--- src/rtl/a5_clock_ctrl.sv ---
// Sequencing controller for the A5/1 shift registers A/B/C: clear, key load,
// frame load, majority-clocked mixing, then a handshaked keystream.
module a5_clock_ctrl #(
  parameter int KEY_LEN    = 64,
  parameter int FRAME_LEN  = 22,
  parameter int MIX_CYCLES = 101,
  parameter int KS_LEN     = 228
) (
  input  logic                 clk,
  input  logic                 rst,
  input  logic                 start,
  input  logic [KEY_LEN-1:0]   key,
  input  logic [FRAME_LEN-1:0] frame,
  input  logic [18:0]          so_a,
  input  logic [21:0]          so_b,
  input  logic [22:0]          so_c,
  output logic                 en_a,
  output logic                 en_b,
  output logic                 en_c,
  output logic                 si_a,
  output logic                 si_b,
  output logic                 si_c,
  output logic                 ks_valid,
  input  logic                 ks_ready,
  output logic                 ks_bit,
  output logic                 busy,
  output logic                 done,
  output logic [2:0]           state_dbg
);

  typedef enum logic [2:0] {
    S_IDLE  = 3'd0,
    S_CLEAR = 3'd1,
    S_KEY   = 3'd2,
    S_FRAME = 3'd3,
    S_MIX   = 3'd4,
    S_KS    = 3'd5,
    S_DONE  = 3'd6
  } state_t;

  // CLEAR lasts as long as the longest register so any prior contents flush out.
  localparam logic [7:0] CLEAR_LAST = 8'd22;
  localparam logic [7:0] KEY_LAST   = 8'(KEY_LEN - 1);
  localparam logic [7:0] FRAME_LAST = 8'(FRAME_LEN - 1);
  localparam logic [7:0] MIX_LAST   = 8'(MIX_CYCLES - 1);
  localparam logic [7:0] KS_LAST    = 8'(KS_LEN - 1);

  state_t               state;
  logic [7:0]           cnt;
  logic [KEY_LEN-1:0]   key_q;
  logic [FRAME_LEN-1:0] frame_q;

  logic fa, fb, fc, maj, ma, mb, mc, unused_so;

  assign fa  = so_a[13] ^ so_a[16] ^ so_a[17] ^ so_a[18];
  assign fb  = so_b[20] ^ so_b[21];
  assign fc  = so_c[7] ^ so_c[20] ^ so_c[21] ^ so_c[22];
  assign maj = (so_a[8] & so_b[10]) | (so_a[8] & so_c[10]) | (so_b[10] & so_c[10]);
  assign ma  = (so_a[8] == maj);
  assign mb  = (so_b[10] == maj);
  assign mc  = (so_c[10] == maj);
  assign unused_so = ^{so_a, so_b, so_c};

  assign ks_bit    = (state == S_KS) ? (so_a[18] ^ so_b[21] ^ so_c[22]) : 1'b0;
  assign state_dbg = state;

  // Keystream handshake: a bit transfers on any edge where ks_valid and
  // ks_ready are both high; ks_valid stays high and ks_bit stays stable until
  // that transfer, and the registers only advance on the transfer edge.
  always_comb begin
    en_a = 1'b0;
    en_b = 1'b0;
    en_c = 1'b0;
    si_a = 1'b0;
    si_b = 1'b0;
    si_c = 1'b0;
    case (state)
      S_CLEAR: begin
        en_a = 1'b1;
        en_b = 1'b1;
        en_c = 1'b1;
      end
      S_KEY: begin
        en_a = 1'b1;
        en_b = 1'b1;
        en_c = 1'b1;
        si_a = fa ^ key_q[0];
        si_b = fb ^ key_q[0];
        si_c = fc ^ key_q[0];
      end
      S_FRAME: begin
        en_a = 1'b1;
        en_b = 1'b1;
        en_c = 1'b1;
        si_a = fa ^ frame_q[0];
        si_b = fb ^ frame_q[0];
        si_c = fc ^ frame_q[0];
      end
      S_MIX: begin
        en_a = ma;
        en_b = mb;
        en_c = mc;
        si_a = fa;
        si_b = fb;
        si_c = fc;
      end
      S_KS: begin
        if (ks_ready) begin
          en_a = ma;
          en_b = mb;
          en_c = mc;
          si_a = fa;
          si_b = fb;
          si_c = fc;
        end
      end
      default: ;
    endcase
  end

  // Key and frame latches shift right so the bit in use is always at [0].
  always_ff @(posedge clk or negedge rst) begin
    if (!rst) begin
      state    <= S_IDLE;
      cnt      <= 8'd0;
      key_q    <= '0;
      frame_q  <= '0;
      ks_valid <= 1'b0;
      busy     <= 1'b0;
      done     <= 1'b0;
    end else begin
      case (state)
        S_IDLE: begin
          if (start) begin
            key_q   <= key;
            frame_q <= frame;
            cnt     <= CLEAR_LAST;
            busy    <= 1'b1;
            state   <= S_CLEAR;
          end
        end
        S_CLEAR: begin
          if (cnt == 8'd0) begin
            cnt   <= KEY_LAST;
            state <= S_KEY;
          end else begin
            cnt <= cnt - 8'd1;
          end
        end
        S_KEY: begin
          key_q <= key_q >> 1;
          if (cnt == 8'd0) begin
            cnt   <= FRAME_LAST;
            state <= S_FRAME;
          end else begin
            cnt <= cnt - 8'd1;
          end
        end
        S_FRAME: begin
          frame_q <= frame_q >> 1;
          if (cnt == 8'd0) begin
            cnt   <= MIX_LAST;
            state <= S_MIX;
          end else begin
            cnt <= cnt - 8'd1;
          end
        end
        S_MIX: begin
          if (cnt == 8'd0) begin
            cnt      <= KS_LAST;
            ks_valid <= 1'b1;
            state    <= S_KS;
          end else begin
            cnt <= cnt - 8'd1;
          end
        end
        S_KS: begin
          if (ks_ready) begin
            if (cnt == 8'd0) begin
              ks_valid <= 1'b0;
              done     <= 1'b1;
              state    <= S_DONE;
            end else begin
              cnt <= cnt - 8'd1;
            end
          end
        end
        S_DONE: begin
          done  <= 1'b0;
          busy  <= 1'b0;
          state <= S_IDLE;
        end
        default: begin
          state <= S_IDLE;
        end
      endcase
    end
  end

endmodule

--- config.mk ---
export PLATFORM = sky130hd
export DESIGN_NAME = a5_clock_ctrl
export DESIGN_NICKNAME = d
export VERILOG_FILES = /design/src/rtl/a5_clock_ctrl.sv
export SDC_FILE = /design/constraint.sdc
export NUM_CORES = 1
export LEC_CHECK = 0
export ABC_AREA = 1
export BUFFER_PORTS_ARGS = -buffer_cell sky130_fd_sc_hd__clkbuf_2
export CAP_MARGIN = 25
export CORE_MARGIN = 5
export CORE_UTILIZATION = 45
export DETAILED_ROUTE_END_ITERATION = 12
export PLACE_DENSITY_LB_ADDON = 0.12
export SYNTH_ARGS = -nofsm -noshare
export SYNTH_HDL_FRONTEND = slang
export SYNTH_SLANG_ARGS = --single-unit
--- constraint.sdc ---
create_clock -name clk -period 1.88 [get_ports clk]
set_input_delay 0.376 -clock clk [delete_from_list [all_inputs] [get_ports clk]]
set_output_delay 0.376 -clock clk [all_outputs]
set_load 0.005 [all_outputs]
Yosys cells after proc, flatten, opt, wreduce, memory -nomap -nowiden --
Cells that the tools add are included.
Cells by class: add/subtract/negate cells 1, equal/unequal tests 17, multiplexer cells 41, bitwise logic cells 20, reductions and logical operators 16
Operators by type and width (number):
- one-hot mux 64 bit (2 select lines) | 1
- 2-to-1 mux 64 bit | 1
- 2-to-1 mux 8 bit | 7
- one-hot mux 8 bit (6 select lines) | 1
- one-hot mux 22 bit (2 select lines) | 1
- 2-to-1 mux 22 bit | 1
- 2-to-1 mux 3 bit | 7
- one-hot mux 3 bit (6 select lines) | 1
- bitwise XOR 1 bit | 15
- != test 2 bit (second input constant) | 7
- 2-to-1 mux 1 bit | 12
- one-hot mux 1 bit (4 select lines) | 3
- nonzero test 2 bit | 5
- == test 3 bit (second input constant) | 3
- one-hot mux 1 bit (3 select lines) | 3
- zero test 8 bit | 1
- AND reduction 4 bit | 2
- subtractor 8 x 1 -> 8 bit (second input constant) | 1
- AND reduction 7 bit | 1
- == test 3 x 2 -> 1 bit (second input constant) | 2
- one-hot mux 1 bit (2 select lines) | 3
- AND reduction 2 bit | 3
- nonzero test 6 bit | 1
- AND 1 bit | 3
- 7 further kinds | 10
Word-level totals: register bits 100, bits of input ports 154, output and inout bits 13, logic and storage cells 102

Depth between registers and ports, before layout --
Gate-level depths: netlist of run 1.
word-level depth 6, mapped depth 11, depth with buffers taken out 11

Worst setup path after synthesis of run 1 --
Ideal clock, no wire load.
path kind flip-flop to output port, start point register state[0], in the netlist state_dbg[0], end point output port en_b, data arrival time 1.302 ns, data required time 1.504 ns, slack 0.202 ns, cell stages (with the launch flop) 7, buffers on the path 1, path through dfrtp_1 > buf_2 > nor2_2 > nand2_1 > nand2_1 > o21ai_1 > o21ai_0
On the way: longest elaborated chain between the ends 3, elaborated cells between the ends (all ways) 7, classes of those cells eq/ne: 5; mux: 1; reduce/logical: 1
RTL lines:
- start, declared | line 48 | state_t state;
- start signal, assigned | line 124 | state <= S_IDLE;
- start signal, assigned | line 139 | state <= S_CLEAR;
- start signal, assigned | line 145 | state <= S_KEY;
- == test 3 x 2 -> 1 bit or == test 3 x 1 -> 1 bit (tied branches) | line 77 | case (state)
- OR reduction 3 bit (no source line)
- one-hot mux 1 bit (3 select lines) * | line 77
- end, declared | line 18 | output logic en_b,
Mark *: on every way between the ends. The rest lies on a longest branch, timed or not.

Worst setup path after layout of run 1 --
start point register state[1], in the netlist state_dbg[1], end point output port si_c
On the way: longest elaborated chain between the ends 2, elaborated cells between the ends (all ways) 5, classes of those cells eq/ne: 4; mux: 1
RTL lines:
- == test 3 bit or == test 3 x 2 -> 1 bit (tied branches) | line 77
- one-hot mux 1 bit (4 select lines) * | line 77
- end, declared | line 22 | output logic si_c,
Marks and branches as above.

==> key figures, run 1 <==
Die
  • Placeable Area: slightly above 10000 sq um
  • Die X-Extent: 113 um
  • IO Count: about 170
  • Die area: roughly 13000 sq um
  • Vert. Die Dim: 113 um
  • Starting Density: 46.0%
  • Number of cell rows: 37

Clock tree
  • Clock sink total: 100
  • CTS tree: built
  • CTS max path bufs: 2
  • Worst-Skew Late Latency: ~0.37 ns
  • Worst-path clk slew: about 0.11 ns
  • Clock root buffer: clkbuf_8
  • CTS Buf Count: 9
  • H-tree levels: 3

Worst hold path
  • Hold WC Path Type: in -> reg
  • Hold depth: 3

Setup path
  • Worst path top cell family by delay: flip-flops
  • Crit path largest cell delay: roughly 0.45 ns
  • Startpoint types: flop
  • Cell mode on critical path: nand2_1
  • Crit. End Element: primary output
  • Worst setup path class: reg -> out
  • R2r worst-path depth: 10
  • WP depth: 9
  • Crit path cell chain: buf_4 -> nor2_4 -> nand2_2 -> nand2_4 -> o21ai_4 -> inv_2 -> nand2_1 -> nand2_1 -> clkbuf_2
  • Crit-path max FO: 5
  • Worst path bufs/invs: 3
  • Critical path arrival: between 1.5 and 2 ns
  • Critical path required time: about 1.5 ns
  • Worst-path cell with the longest stage delay: dfrtp_2

Synthesis
  • Yosys top cell area share: 52.9%
  • Most frequent cells after synthesis: nor2_1 (187), dfrtp_1 (100), o22ai_1 (85), nand2_1 (77), inv_1 (27)
  • Prevailing post-synth register cell: dfrtp_1
  • Fraction of the mapped netlist area in simple logic gates: roughly a quarter
  • Most numerous cell in the Yosys netlist: nor2_1
  • Synth Area in Adders: less than 1%
  • Post-Syn Instances: 583
  • Register area share after synthesis: a little over half
  • Mux cell area share after synthesis: 0%
  • Main combinational cell family by area after synthesis: simple AND/OR/NAND/NOR gates
  • Compound-Gate Fraction of Synth Area: between 10 and 15%
  • Mapped cell area: roughly 4700 sq um
  • Synth Area in XOR/XNOR: 1.85%
  • Ys async rst share: 100%
  • Syn nets: between 700 and 800
  • Area leader, netlist: dfrtp_1
  • Avg Synthesized Cell Area: between 8 and 9 sq um
  • Unique masters post-synth: 26
  • Post-synth EDFFs: 0
  • Area contributors post-synth: dfrtp_1 (53%), nor2_1 (15%), o22ai_1 (11%)
  • YS warnings: 0
  • Synthesized flop and latch total: 100

GRT
  • Antenna violations before repair: 0
  • Vias in the first global route: around 4300
  • Largest net degree at the start of global routing: between 40 and 50
  • Global-route wire length before repair: approximately 20000 um
  • GR Overflow Total: 0
  • Gr usage total: between 15 and 20%

Placement
  • Setup WS pre-CTS: approximately 0.085 ns
  • DP HPWL: 8630 um
  • GP Congestion: between 0.8 and 0.9
  • Port Buffers: 115

Timing
  • Final min period: a little over 2 ns
  • Setup repair after global routing missed its margin: true
  • Hold Slack: roughly 0.23 ns
  • Setup TNS: -0.637 ns
  • Worst Setup Slack, final: -0.134 ns
  • Skew final: between 0.01 and 0.015 ns
  • Final hold viol count: 0
  • F_max: 497 MHz
  • Final Max Tran Viols: 0
  • Max transition margin: between 60% and 70%
  • Final setup fails: 6
  • Worst slew pin tran: between 0.4 and 0.5 ns
  • Final Cycle Share: 107%

Power
  • Sw Ratio: between 40% and 50%
  • Total power: about 10 mW
  • P_int: roughly 5.8 mW
  • Cell Pwr Density: around 1700 nW/um^2
  • Leak: around 2.9 nW
  • Clock share of power: approximately 14%
  • Sw Pwr: approximately 4.4 mW
  • Sequential power share: 37.2%
  • Peak VDD IR: around 0.7 mV
  • Comb power frac: around 49%

Route
  • Starting DRT DRC Count: 225
  • Pre-antenna DRT Iters: 5
  • Total Routed Length: 12000 um
  • Via density: approximately 5.1
  • Drt drc: 0
  • ANT nets after route: 0
  • Vias: around 4400
  • WL/cell: 14.0 um

Final layout
  • N_diodes: 0
  • Core Util, Final: roughly 60%
  • Area Overhead vs Synth: 26.9%
  • Nets@finish: ~900
  • Layout fillers: 965
  • Layout cells sized above 1: 27.3%

Flow run
  • Max-cap violations: 0

Outcome
  • Failing checks: negative setup slack
  • Status: finished with violations
[cell type report]
cell class,instances,area (sq um),share of cell area (%)
clock buffers,11,151,2.52
clock inverters,5,52.6,0.876
inverters,33,126,2.11
multi-input cells,423,2080,34.7
flip-flops and latches,100,2510,41.8
well taps,136,170,2.84
repair buffers,152,912,15.2
[metal layers]
layer | up-vias | global-route usage (%) | wire [um]
li1 | 2209 | - | -
met2 | 98 | 32.5 | 6070
met5 | - | 0 | 0
met1 | 2079 | 25.6 | 5230
met3 | 12 | 3.77 | 565
met4 | 0 | 6.01 | 147
[flip-flops by register name, indices dropped and copies added, names as in the netlist]
name	flops
key_q	64
frame_q	22
cnt	8
state_dbg	3
busy	1
done	1
ks_valid	1
[power groups by stage]
stage	Combinational [mW]	Clock [mW]	Sequential [mW]
floorplan	3.32	0	3.67
global placement	4.45	0	3.78
detailed placement	4.60	0	3.83
CTS	4.86	1.45	3.81
global route	5.69	1.52	3.93
finish	5.01	1.40	3.79
[worst register-to-register path, cell delays in order (launching register included)]
cell     delay (ns)
dfrtp_2        0.45
buf_4          0.16
nor2_4         0.10
buf_4          0.14
buf_4          0.12
nand3_4        0.10
buf_12         0.20
nand2_2        0.12
buf_6          0.16
nor2_1         0.06
nor2_1         0.10
[placed cells by master (no fill, tap or decap), drive strengths merged, types with 2 or more instances in the layout]
cell type	n
clkbuf	122
xor2	6
buf	40
nand2	78
inv	35
xnor2	4
nor2	190
clkinv	2
nand3	27
or2	2
o22ai	85
o21ai	21
dfrtp	100
a21oi	5
[worst paths after layout]
check | startpoint | end | slack [ns]
worst min-delay path | key[63] | key_q[63] | 0.23
worst max register to register | state_dbg[1] | frame_q[12] | 0.11
max in group asynchronous | rst | cnt[3] | 0.81
worst max-delay path | state_dbg[1] | si_c | -0.13
min in group asynchronous | rst | cnt[4] | 0.48
worst min register to register | key_q[63] | key_q[63] | 0.49
[stage by stage]
step | instance area (sq um) | instances
after floorplan | 4730 | 583
after global placement | 5580 | 829
after detailed placement | 5580 | 829
after CTS | 5920 | 855
after global routing | 6000 | 860
final | 6000 | 860
[cells by family (layout without fill, tap and decap cells)]
family                   after synthesis  in the layout
buffers and inverters                 60            201
AO/OA/AOI/OAI                        113            113
adder cells (fa/ha/maj)                1              1
XOR/XNOR                              10             10
flip-flops                           100            100
AND/OR/NAND/NOR                      299            299
[what timing repair did]
action                     4_1_cts  5_1_grt
resized for setup               20       14
hold endpoints to repair        30        0
buffers inserted                 9        5
pin swaps                        4        7
setup endpoints to repair        6       13
hold buffers                     1        0
gates cloned                     0        0
No activity file was read; power rests on OpenSTA's default activity.
==> run 2: changes to the inputs <==
PLACE_DENSITY = 0.84   (was not set)
PLACE_DENSITY_LB_ADDON = not set   (was 0.12)
==> key figures, run 2 (synthesis gave the netlist of run 1 again) <==
Outcome
  • Status: finished with violations (unchanged)
  • Failing checks: negative setup slack (unchanged)

Final layout
  • Layout cells sized above 1: 27.3% (about the same)
  • Commonest cells after routing, fill and taps aside: nor2_1 (186), clkbuf_2 (112), dfrtp_1 (98), o22ai_1 (84), nand2_1 (69) (was nor2_1 (186), clkbuf_2 (111), dfrtp_1 (97), o22ai_1 (84), nand2_1 (71))
  • Nets@finish: 869 (was 874)
  • Most common cell after layout, fill and taps aside: nor2_1 (unchanged)
  • Layout fillers: 897 (was 965)
  • Top reg by flops: key_q (unchanged)
  • Area Overhead vs Synth: 25.5% (was 26.9%)
  • N_diodes: 0 (unchanged)
  • Final instance area: 5940 sq um (was 6000 sq um)
  • Top Registers: key_q (64), frame_q (22), cnt (8) (unchanged)
  • Core Util, Final: 57.8% (was 58.4%)
  • Max FFs per register: 64 (unchanged)

Route
  • Vias: 4462 (was 4398)
  • WL/cell: 14.6 um (was 14.0 um)
  • Pre-antenna DRT Iters: 5 (unchanged)
  • Total Routed Length: 12500 um (was 12000 um)
  • ANT nets after route: 0 (unchanged)
  • Starting DRT DRC Count: 419 (was 225)
  • Drt drc: 0 (unchanged)
  • Via density: 5.22 (was 5.11)

Die
  • Vert. Die Dim: 113 um (unchanged)
  • Die area: 12700 sq um (unchanged)
  • Placeable Area: 10300 sq um (unchanged)
  • Number of cell rows: 37 (unchanged)
  • Starting Density: 46.0% (unchanged)
  • Die X-Extent: 113 um (unchanged)
  • IO Count: 167 (unchanged)

GRT
  • Vias in the first global route: 4421 (was 4314)
  • Largest net degree at the start of global routing: 65 (was 47)
  • Global-route wire length before repair: 20700 um (was 20300 um)
  • Gr usage total: 19.6% (was 19.4%)
  • Antenna violations before repair: 0 (unchanged)
  • GR Overflow Total: 0 (unchanged)

Setup path
  • Startpoint types: flop (unchanged)
  • Critical path arrival: 1.68 ns (was 1.64 ns)
  • Worst setup path class: reg -> out (unchanged)
  • Crit-path max FO: 5 (unchanged)
  • Crit. End Element: primary output (unchanged)
  • Critical path required time: 1.50 ns (about the same)

Clock tree
  • Clock root buffer: clkbuf_8 (unchanged)
  • CTS tree: built (unchanged)
  • CTS max path bufs: 2 (unchanged)
  • Worst-path clk slew: 0.09 ns (was 0.11 ns)
  • Clock sink total: 100 (unchanged)
  • H-tree levels: 3 (unchanged)
  • Worst-Skew Late Latency: 0.35 ns (was 0.37 ns)
  • CTS Buf Count: 9 (unchanged)

Worst hold path
  • Hold WC Path Type: in -> reg (unchanged)

Timing
  • Max transition margin: 67.0% (was 69.5%)
  • Worst Setup Slack, final: -0.180 ns (was -0.134 ns)
  • Setup repair after global routing missed its margin: true (unchanged)
  • F_max: 485 MHz (was 497 MHz)
  • Skew final: 0.00764 ns (was 0.0137 ns)
  • Final min period: 2.06 ns (was 2.01 ns)
  • Final Cycle Share: 110% (was 107%)
  • Final hold viol count: 0 (unchanged)
  • Final setup fails: 7 (was 6)
  • Setup TNS: -0.722 ns (was -0.637 ns)
  • Worst slew pin tran: 0.492 ns (was 0.458 ns)
  • Final Max Tran Viols: 0 (unchanged)

Power
  • Leak: 2.82 nW (was 2.86 nW)
  • Cell Pwr Density: 1710 nW/um^2 (was 1700 nW/um^2)
  • Peak VDD IR: 0.899 mV (was 0.713 mV)

Placement
  • Port Buffers: 115 (unchanged)
  • Setup WS pre-CTS: 0.102 ns (was 0.0846 ns)
  • GP Congestion: 0.904 (was 0.895)
  • Placed cell area: 5540 sq um (was 5580 sq um)
  • DP HPWL: 8540 um (was 8630 um)

Flow run
  • Max-cap violations: 0 (unchanged)
## run 2: cell types whose count changed in the layout (fill, tap and decap cells not counted), sizes merged
cell / delta
buf: -6
clkbuf: +4
inv: -2
clkinv: -1
## run 2: final timing paths
path	from	end	slack [ns]	cells after the start
max in group asynchronous	rst	key_q[44]	0.83	3
worst max-delay path	state_dbg[1]	si_b	-0.18	7
worst min-delay path	key[63]	key_q[63]	0.25	3
min in group asynchronous	rst	key_q[10]	0.45	2
worst min register to register	ks_valid	ks_valid	0.50	1
worst max register to register	state_dbg[1]	cnt[0]	0	13
## run 2: routing by layer
metal / wire [um] / GRT usage, % / vias up
met1: 5220 / 25.3 / 2097
met2: 6350 / 33.2 / 144
met4: 187 / 5.85 / 0
met5: 0 / 0 / -
li1: - / - / 2203
met3: 751 / 4.42 / 18
## run 2: worst max-delay path, cell delays in order (launching register included)
cell      delay [ns]
dfrtp_1         0.41
buf_4           0.16
nor2_4          0.12
nand2_2         0.08
nand2_2         0.10
o21ai_4         0.11
o22ai_2         0.20
clkbuf_2        0.15
## run 2: area by class of cell
| type | instances | area [sq um] | area share, % |
|---|---|---|---|
| Inverter | 33 | 126 | 2.13 |
| Clock buffer | 14 | 173 | 2.91 |
| Tap cell | 136 | 170 | 2.87 |
| Timing Repair Buffer | 147 | 871 | 14.7 |
| Clock inverter | 2 | 16.3 | 0.274 |
| Multi-Input combinational cell | 423 | 2080 | 35.0 |
| Sequential cell | 100 | 2500 | 42.2 |
## run 2: repair_timing
item                                    CTS  global route
hold buffers                              1             0
resized for setup                        14            20
hold endpoints to repair                 20             0
buffers inserted                         10             4
pin swaps                                 6             8
endpoints found under the setup margin    6            16
## run 2: metrics by stage
stage,hold WS [ns],cells,power [mW]
final,0.247,855,10.1
after global placement,0.277,824,8.09
after floorplan,0.0804,583,6.98
after global routing,0.216,855,11.0
after CTS,0.223,851,9.92
after detailed placement,0.284,824,8.39
## run 2: where the power goes
group          switching [mW]  internal (mW)
clock network           0.722          0.598
registers               0.604           3.20
logic                    3.03           1.97
